[src/rtl/sd_spi_pkg.sv]
// sd_spi_pkg: shared register map, status bit positions and engine state encoding
package sd_spi_pkg;
  localparam logic [1:0] ADDR_CTRL = 2'd0;
  localparam logic [1:0] ADDR_DATA = 2'd1;
  localparam logic [1:0] ADDR_DIV  = 2'd2;
  localparam logic [1:0] ADDR_STAT = 2'd3;
  localparam int STAT_BUSY = 0;
  localparam int STAT_DONE = 1;
  localparam int STAT_OVR  = 2;
  typedef enum logic [1:0] {IDLE, LOW, HIGH} spi_state_e;
endpackage

[src/rtl/sd_spi_shifter.sv]
// sd_spi_shifter: mode-0 byte shift engine with per-phase divider and start/busy/done handshake
module sd_spi_shifter
  import sd_spi_pkg::*;
#(
  parameter int DIV_W = 8
) (
  input  logic             clk,
  input  logic             reset_n,
  input  logic             start,
  input  logic [7:0]       tx_data,
  input  logic [DIV_W-1:0] div,
  input  logic             miso,
  output logic             busy,
  output logic             done,
  output logic             sclk,
  output logic             mosi,
  output logic [7:0]       rx
);
  spi_state_e       state;
  logic [DIV_W-1:0] cnt;
  logic [DIV_W-1:0] div_q;
  logic [2:0]       bit_cnt;
  logic [7:0]       tx;
  assign busy = state != IDLE;
  // divider is re-latched at every phase start so DIV writes apply from the next phase
  always_ff @(posedge clk or negedge reset_n) begin
    if (!reset_n) begin
      state   <= IDLE;
      cnt     <= '0;
      div_q   <= '0;
      bit_cnt <= '0;
      tx      <= '0;
      rx      <= '0;
      sclk    <= 1'b0;
      mosi    <= 1'b1;
      done    <= 1'b0;
    end else begin
      done <= 1'b0;
      case (state)
        IDLE: if (start) begin
          state   <= LOW;
          cnt     <= '0;
          div_q   <= div;
          bit_cnt <= 3'd7;
          tx      <= tx_data;
          mosi    <= tx_data[7];
        end
        LOW: if (cnt == div_q) begin
          state <= HIGH;
          cnt   <= '0;
          div_q <= div;
          sclk  <= 1'b1;
          rx    <= {rx[6:0], miso};
        end else cnt <= cnt + 1'b1;
        HIGH: if (cnt == div_q) begin
          cnt   <= '0;
          div_q <= div;
          sclk  <= 1'b0;
          if (bit_cnt == 3'd0) begin
            state <= IDLE;
            done  <= 1'b1;
          end else begin
            state   <= LOW;
            bit_cnt <= bit_cnt - 1'b1;
            tx      <= {tx[6:0], 1'b0};
            mosi    <= tx[6];
          end
        end else cnt <= cnt + 1'b1;
        default: state <= IDLE;
      endcase
    end
  end
endmodule

[src/rtl/sd_spi_port.sv]
// sd_spi_port: CPU-bus SD/SPI host port with legacy bit-bang mode and hardware byte engine
module sd_spi_port
  import sd_spi_pkg::*;
#(
  parameter int CS_COUNT  = 1,
  parameter int DIV_W     = 8,
  parameter int DIV_RESET = 124
) (
  input  logic                clk,
  input  logic                reset_n,
  input  logic [1:0]          addr,
  input  logic [7:0]          idata,
  input  logic                we_n,
  input  logic                rd_n,
  output logic [7:0]          odata,
  output logic [CS_COUNT-1:0] spi_cs_n,
  output logic                spi_sclk,
  output logic                spi_mosi,
  input  logic                spi_miso
);
  logic [CS_COUNT-1:0] cs;
  logic                mode;
  logic [DIV_W-1:0]    div;
  logic                done_f;
  logic                ovr;
  logic [6:0]          sr;
  logic                sclk_l;
  logic                mosi_l;
  logic                rd_q;
  logic                eng_busy;
  logic                eng_done;
  logic                eng_sclk;
  logic                eng_mosi;
  logic [7:0]          eng_rx;
  logic [7:0]          ctrl_rd;
  logic [7:0]          div_rd;
  logic [7:0]          stat_rd;
  logic                wr_data;
  logic                rd_data;
  assign wr_data  = !we_n && addr == ADDR_DATA;
  assign rd_data  = !rd_n && rd_q && addr == ADDR_DATA;
  assign spi_cs_n = ~cs;
  assign spi_sclk = mode ? eng_sclk : sclk_l;
  assign spi_mosi = mode ? eng_mosi : mosi_l;
  sd_spi_shifter #(.DIV_W(DIV_W)) u_shifter (
    .clk     (clk),
    .reset_n (reset_n),
    .start   (wr_data && mode && !eng_busy),
    .tx_data (idata),
    .div     (div),
    .miso    (spi_miso),
    .busy    (eng_busy),
    .done    (eng_done),
    .sclk    (eng_sclk),
    .mosi    (eng_mosi),
    .rx      (eng_rx)
  );
  // bus registers, sticky status and the legacy bit-bang path; status sets win over read clears
  always_ff @(posedge clk or negedge reset_n) begin
    if (!reset_n) begin
      cs     <= '0;
      mode   <= 1'b0;
      div    <= DIV_W'(DIV_RESET);
      done_f <= 1'b0;
      ovr    <= 1'b0;
      sr     <= '0;
      sclk_l <= 1'b0;
      mosi_l <= 1'b1;
      rd_q   <= 1'b1;
    end else begin
      rd_q <= rd_n;
      if (!we_n && addr == ADDR_CTRL) begin
        cs <= idata[CS_COUNT-1:0];
        if (!eng_busy) mode <= idata[7];
      end
      if (!we_n && addr == ADDR_DIV) div <= idata[DIV_W-1:0];
      if (mode && rd_data) begin
        done_f <= 1'b0;
        ovr    <= 1'b0;
      end
      if (mode && wr_data && eng_busy) ovr <= 1'b1;
      if (eng_done) done_f <= 1'b1;
      if (!mode && wr_data) begin
        if (sclk_l) sr <= {sr[5:0], spi_miso};
        mosi_l <= idata[7];
        sclk_l <= 1'b0;
      end
      if (!mode && rd_data) sclk_l <= 1'b1;
    end
  end
  // combinational read mux
  always_comb begin
    ctrl_rd = '0;
    ctrl_rd[CS_COUNT-1:0] = cs;
    ctrl_rd[7] = mode;
    div_rd = '0;
    div_rd[DIV_W-1:0] = div;
    stat_rd = '0;
    stat_rd[STAT_BUSY] = eng_busy;
    stat_rd[STAT_DONE] = done_f;
    stat_rd[STAT_OVR]  = ovr;
    odata = addr == ADDR_CTRL ? ctrl_rd :
            addr == ADDR_DATA ? (mode ? eng_rx : {sr, spi_miso}) :
            addr == ADDR_DIV  ? div_rd : stat_rd;
  end
endmodule

[config.mk]
export PLATFORM = sky130hd
export DESIGN_NAME = sd_spi_port
export DESIGN_NICKNAME = d
export VERILOG_FILES = /design/src/rtl/sd_spi_pkg.sv /design/src/rtl/sd_spi_shifter.sv /design/src/rtl/sd_spi_port.sv
export SDC_FILE = /design/constraint.sdc
export NUM_CORES = 1
export LEC_CHECK = 0
export ABC_CLOCK_PERIOD_IN_PS = 2100
export CAP_MARGIN = 15
export CORE_AREA = 2 2 84 86
export CTS_CLUSTER_DIAMETER = 40
export CTS_CLUSTER_SIZE = 28
export DETAILED_ROUTE_END_ITERATION = 16
export DIE_AREA = 0 0 86 88
export GPL_ROUTABILITY_DRIVEN = 1
export PLACE_DENSITY = 0.7
export SLEW_MARGIN = 15
export SYNTH_ARGS = -nofsm -noshare
export SYNTH_HDL_FRONTEND = slang
export SYNTH_SLANG_ARGS = --single-unit
[constraint.sdc]
create_clock -name clk -period 2.1 [get_ports clk]
set_input_delay 0.315 -clock clk [delete_from_list [all_inputs] [get_ports clk]]
set_output_delay 0.315 -clock clk [all_outputs]
set_load 0.01 [all_outputs]
# ---- Yosys cells after proc, flatten, opt, wreduce, memory -nomap -nowiden
# Cells that the tools add are included.
dict set report word_totals {
  latch_bits 0
  reg_bits 61
  mem_count 0
  out_inout_bits 11
  mem_bits_ro 0
  input_bits 15
  wordCells 106
  ram_bits 0
}
dict set report classes {
  div_mod_pow 0
  order_cmp 0
  n_eq_ne 10
  mul 0
  shift 0
  muxes 40
  reduce_logical 34
  bitwise 2
  add_sub_neg 2
}
# operator count
set ops {}
lappend ops {{8-bit 2-to-1 mux} 8}
lappend ops {{8-bit one-hot mux with 2 select lines} 2}
lappend ops {{7-bit 2-to-1 mux} 3}
lappend ops {{1-bit 2-to-1 mux} 16}
lappend ops {{7-bit one-hot mux with 2 select lines} 1}
lappend ops {{2-bit nonzero test} 7}
lappend ops {{1-bit logical AND} 11}
lappend ops {{3-bit 2-to-1 mux} 3}
lappend ops {{3-bit AND reduction} 3}
lappend ops {{8-bit by 1-bit adder with 8-bit output (second input constant)} 1}
lappend ops {{8-bit equality test} 1}
lappend ops {{2-bit by 1-bit inequality test with 1-bit output (second input constant)} 4}
lappend ops {{2-bit AND reduction} 4}
lappend ops {{2-bit 2-to-1 mux} 3}
lappend ops {{2-bit one-hot mux with 3 select lines} 1}
lappend ops {{3-bit one-hot mux with 2 select lines} 1}
lappend ops {{2-bit by 1-bit equality test with 1-bit output (second input constant)} 2}
lappend ops {{2-bit equality test (second input constant)} 2}
lappend ops {{1-bit logical NOT} 4}
lappend ops {{2-bit logical NOT} 2}
lappend ops {{1-bit one-hot mux with 2 select lines} 2}
lappend ops {{4-bit AND reduction} 1}
lappend ops {{3-bit logical NOT} 1}
lappend ops {{3-bit by 1-bit subtractor with 3-bit output (second input constant)} 1}
lappend ops {{3 further kinds} 4}

# ---- Logic depth before layout (Yosys ltp)
dict set report depth {
  ltp_word 6
  ltp_mapped 8
  depth_no_buf 7
}

# ---- By module
# From an unflattened synthesis, not the netlist that was laid out.
dict set report hier_totals {
  cells_unflattened 301
  area_unflattened_um2 3268.1
}
# module seq_area_each_um2 area_per_inst_um2 cells_per_inst n_inst
set modules_own_cells {}
lappend modules_own_cells {sd_spi_shifter 977.2 2125.8 209 1}
lappend modules_own_cells {sd_spi_port 559.3 1142.3 92 1}

# ---- Least setup slack after synthesis
# Ideal clock, no wire load.
dict set report synth_timing {
  path_type {register to output}
  startpoint {register u_shifter.state[0]}
  endpoint {output port odata[0]}
  required_ns 1.785
  t_arrival_ns 1.558
  setup_slack_ns 0.227
  path_stages_with_launch 8
  n_path_buf 2
  path_cell_list {dfrtp_1 -> inv_1 -> ha_1 -> clkbuf_1 -> clkbuf_1 -> nand2_1 -> o211ai_1 -> o21ai_0}
}
dict set report synth_between {
  elab_chain_len 4
}
# item line_no
set synth_lines {}
lappend synth_lines {{from (decl)} sd_spi_shifter.sv:19} ;# spi_state_e state;
lappend synth_lines {{from (signal assigned)} sd_spi_shifter.sv:28} ;# state <= IDLE;
lappend synth_lines {{from (signal assigned)} sd_spi_shifter.sv:41} ;# state <= LOW;
lappend synth_lines {{from (signal assigned)} sd_spi_shifter.sv:49} ;# state <= HIGH;
lappend synth_lines {{2-bit nonzero test} sd_spi_shifter.sv:24} ;# assign busy = state != IDLE;
lappend synth_lines {{8-bit 2-to-1 mux} sd_spi_port.sv:104} ;# addr == ADDR_DIV ? div_rd : stat_rd;
lappend synth_lines {{8-bit 2-to-1 mux} sd_spi_port.sv:103} ;# addr == ADDR_DATA ? (mode ? eng_rx : {sr, spi_miso}) :
lappend synth_lines {{8-bit 2-to-1 mux} sd_spi_port.sv:102} ;# odata = addr == ADDR_CTRL ? ctrl_rd :
lappend synth_lines {{to (decl)} sd_spi_port.sv:15} ;# output logic [7:0] odata,
# No other way between the ends.

# ---- Final worst setup path
dict set report layout_timing {
  startpoint {register mode}
  endpoint {output port spi_mosi}
}
dict set report layout_between {
  elab_chain_len 1
}
# item line_no
set layout_lines {}
lappend layout_lines {{from (decl)} sd_spi_port.sv:22} ;# logic mode;
lappend layout_lines {{from (signal assigned)} sd_spi_port.sv:74} ;# if (!eng_busy) mode <= idata[7];
lappend layout_lines {{1-bit 2-to-1 mux} sd_spi_port.sv:44} ;# assign spi_mosi = mode ? eng_mosi : mosi_l;
lappend layout_lines {{to (decl)} sd_spi_port.sv:18} ;# output logic spi_mosi,
# No other way between the ends.

==> metrics.csv <==
stage,metric,value,unit
sta,max_freq,492,MHz
hold_path,hp-class,in -> reg,
hold_path,hold_path_depth,1,
sta,period_minus_slack,2030,ps
cts,worstSkewPairLatency,350,ps
global_route,top_usage_layer,met2,
hold_path,hp-start,rd_n,
yosys,syn_area,3260,sq um
setup_path,worst-path-max-fanout,6,
floorplan,die_w,86,um
global_route,overflow,0,
drt,finalWirelength,7.27,mm
yosys,syn_nets,335,
global_route,antenna_found_initial,0,
global_route,grt_pass1_vias,2429,
yosys,ys_ff_latch,61,
sta,tightest_slew,474,ps
cts,cts_tree,yes,
yosys,avgSynthCellArea,10.4,sq um
floorplan,std_cell_rows,30,
yosys,synth_top_cell_area_share,40.7,%
floorplan,die-area,7570,sq um
yosys,async_flop_share,100,%
power_and_ir_drop,power.density,629,nW/um^2
setup_path,r2r_cells,5,
yosys,synthTopCellsByArea,"dfrtp_1, mux2_2, dfstp_2, mux2i_1, mux2_4",
setup_path,timing.reg2reg.setup_slack,180,ps
drt,detail-route-antenna-nets,0,
run,maxCapViolations,0,
placement,place.gp.congestion,0.823,
sta,setup_viol,0,
yosys,ys.flop_type,dfrtp_1,
power_and_ir_drop,p_leak,1.92,nW
yosys,synth-edff-count,0,
final_layout,nets,383,
drt,vias,2441,
floorplan,num_io_pins,26,
yosys,ys_warn_count,0,
yosys,synth_cell_types,46,
sta,finalHoldWorstSlack,404,ps
sta,slew_headroom,68.4,%
setup_path,cp-startpoint,mode,
sta,drv_slew,0,
power_and_ir_drop,ir_drop,0.000422,V
floorplan,start_util,49.1,%
sta,post-route-period-util,96.7,%
drt,drc,0,
placement,portBuffers,25,
yosys,synth.largest_area_cell,dfrtp_1,
drt,dr.pass1.iters,4,
setup_path,crit_arrival,1720,ps
cts,htree_num_levels,3,
setup_path,crit_type,reg -> out,
cts,cts_root_buf,clkbuf_8,
hold_path,min_to,rd_q,
final_layout,antennaDiodeCount,0,
setup_path,end_kind,output pin,
cts,clockBufferDepth,2,
drt,wire_per_inst,16.3,um
floorplan,coreArea,6640,sq um
drt,via_per_inst,5.47,
yosys,yosysSeqAreaShare,47.1,%
setup_path,start_kind,flop,
global_route,grt_pass1_wl,11.9,mm
cts,clkTransAtPathRegs,70,ps
setup_path,timing.rr.start,u_shifter.cnt[4],
sta,rsz0062_at_grt,false,
run_status,status,finished clean,
final_layout,syn_to_final_growth,21.9,%
global_route,use_met2,32.3,%
yosys,synth_cells,313,
cts,numClockSinks,61,
global_route,grt_usage,20.7,%
sta,finalHoldViolations,0,
final_layout,finalNonFillerCells,446,
global_route,use_met1,28.2,%
placement,hpwl,5.28,mm
final_layout,num-fill-cells,560,
setup_path,required,1780,ps
setup_path,worstReg2RegEnd,u_shifter.div_q[4],
global_route,grtUsageMet3,5.47,%
sta,finalClockSkew,9.08,ps
placement,placedCellCount,427,
final_layout,stdcell_area,3980,sq um
placement,placed_area,3750,sq um
floorplan,die_h,88,um
drt,detailedRoute.firstIterationViolations,116,
final_layout,drive_above_1_share,26.5,%
global_route,grt_start_max_net_pins,44,
cts,numCtsBuffers,9,
[cell type report]
cell class / count / area (sq um) / area share [%]
flip-flops and latches: 61 / 1540 / 38.7
clock inverters: 7 / 73.8 / 1.86
repair buffers: 58 / 514 / 12.9
clock buffers: 9 / 124 / 3.12
inverters: 13 / 48.8 / 1.23
multi-input cells: 218 / 1580 / 39.7
well taps: 80 / 100 / 2.52
[registers in the layout, indices dropped and copies added, names as in the netlist, 2 cells and up]
name,flops
div,8
sr,7
u_shifter.bit_cnt,3
u_shifter.cnt,8
u_shifter.div_q,8
u_shifter.rx,8
u_shifter.state,2
u_shifter.tx,7
[cells in the mapped netlist (2+ instances only)]
| library cell | n |
|---|---|
| a311oi_1 | 2 |
| clkbuf_1 | 12 |
| and3_1 | 2 |
| nor3_1 | 3 |
| xnor2_1 | 8 |
| nand4_1 | 5 |
| a31oi_1 | 2 |
| nand2b_1 | 2 |
| mux2i_1 | 16 |
| a21o_1 | 2 |
| dfstp_2 | 8 |
| mux2_4 | 8 |
| nor2b_1 | 2 |
| mux2_2 | 28 |
| dfrtp_1 | 53 |
| nand2_1 | 31 |
| a21oi_1 | 18 |
| buf_2 | 5 |
| o22ai_1 | 8 |
| ha_1 | 7 |
| nor2_1 | 20 |
| buf_6 | 3 |
| o311ai_0 | 2 |
| o21ai_0 | 17 |
| inv_1 | 13 |
| nand3_1 | 7 |
| or3_1 | 9 |
| o211ai_1 | 2 |
[where the power goes]
group          internal (mW)  leakage (nW)  switching [mW]
sequential              1.23         0.734          0.0312
clock                  0.551        0.0996           0.492
combinational          0.104          1.09          0.0926
total                   1.88          1.92           0.616
[worst max-delay path by stage]
| stage | cells after the start | to | slack [ps] |
|---|---|---|---|
| after detailed placement | 6 | u_shifter.div_q[3] | -300 |
| after global placement | 6 | u_shifter.div_q[3] | -280 |
| after global routing | 5 | u_shifter.div_q[4] | 7 |
| final | 3 | spi_mosi | 70 |
| after floorplan | 7 | odata[0] | 230 |
| after CTS | 3 | spi_mosi | 10 |
[what timing repair did]
action                                  in CTS  in global routing
endpoints found under the setup margin       9                  3
setup buffers                                0                  2
hold buffers                                 1                  0
endpoints found under the hold margin       17                  0
gates resized for setup                     11                  2
[layer usage]
metal | wire (um) | share of wire, %
met4 | 106 | 1.5
met5 | 0 | 0
met2 | 3500 | 48
met1 | 3450 | 48
met3 | 200 | 2.8
[through the flow]
stage | setup WS [ps] | total power [mW] | TNS [ps] | utilization [%]
3_5_place_dp | -301 | 1.49 | -4370 | 56.4
4_1_cts | 12.6 | 2.53 | 0 | 59.6
3_3_place_gp | -275 | 1.48 | -3800 | 56.4
6_report | 69.3 | 2.50 | 0 | 59.8
2_1_floorplan | 227 | 1.35 | 0 | -
5_1_grt | 7.02 | 2.60 | 0 | 59.8
[cell families (layout without fill, tap and decap cells)]
| family | Yosys count | in the layout | synth area share, % |
|---|---|---|---|
| buffers and inverters | 34 | 87 | 4.91 |
| and+or+nand+nor | 88 | 88 | 13.0 |
| xor gates and xnor gates | 8 | 8 | 2.15 |
| DFF | 61 | 61 | 47.1 |
| muxes | 52 | 52 | 18.3 |
| AOI/OAI and AO/OA | 63 | 63 | 11.9 |
| adders and majority gates | 7 | 7 | 2.68 |
[layout by cell type, fill, tap and decap left out, drive strengths merged, types with 2 or more instances in the layout]
master / synthesis / layout
clkbuf: 12 / 10
dfstp: 8 / 8
clkdlybuf4s50: 0 / 15
o21ai: 17 / 17
nor3: 3 / 3
mux2: 36 / 36
dfrtp: 53 / 53
ha: 7 / 7
o22ai: 8 / 8
nor2b: 2 / 2
buf: 9 / 32
a21oi: 18 / 18
or3: 9 / 9
o311ai: 2 / 2
or2: 2 / 2
a21o: 2 / 2
nand3: 7 / 7
nor2: 20 / 20
nand2: 31 / 31
a311oi: 2 / 2
o211ai: 2 / 2
nand2b: 2 / 2
and3: 2 / 2
nand4: 5 / 5
inv: 13 / 14
mux2i: 16 / 16
xnor2: 8 / 8
clkinv: 0 / 4
dlygate4sd2: 0 / 8
a31oi: 2 / 2
[worst max-delay path: stages, from the launching register on]
cell             delay, ps
dfrtp_2                420
buf_4                  150
mux2_2                 330
clkdlybuf4s50_1        480
No activity file was read; power rests on OpenSTA's default activity.
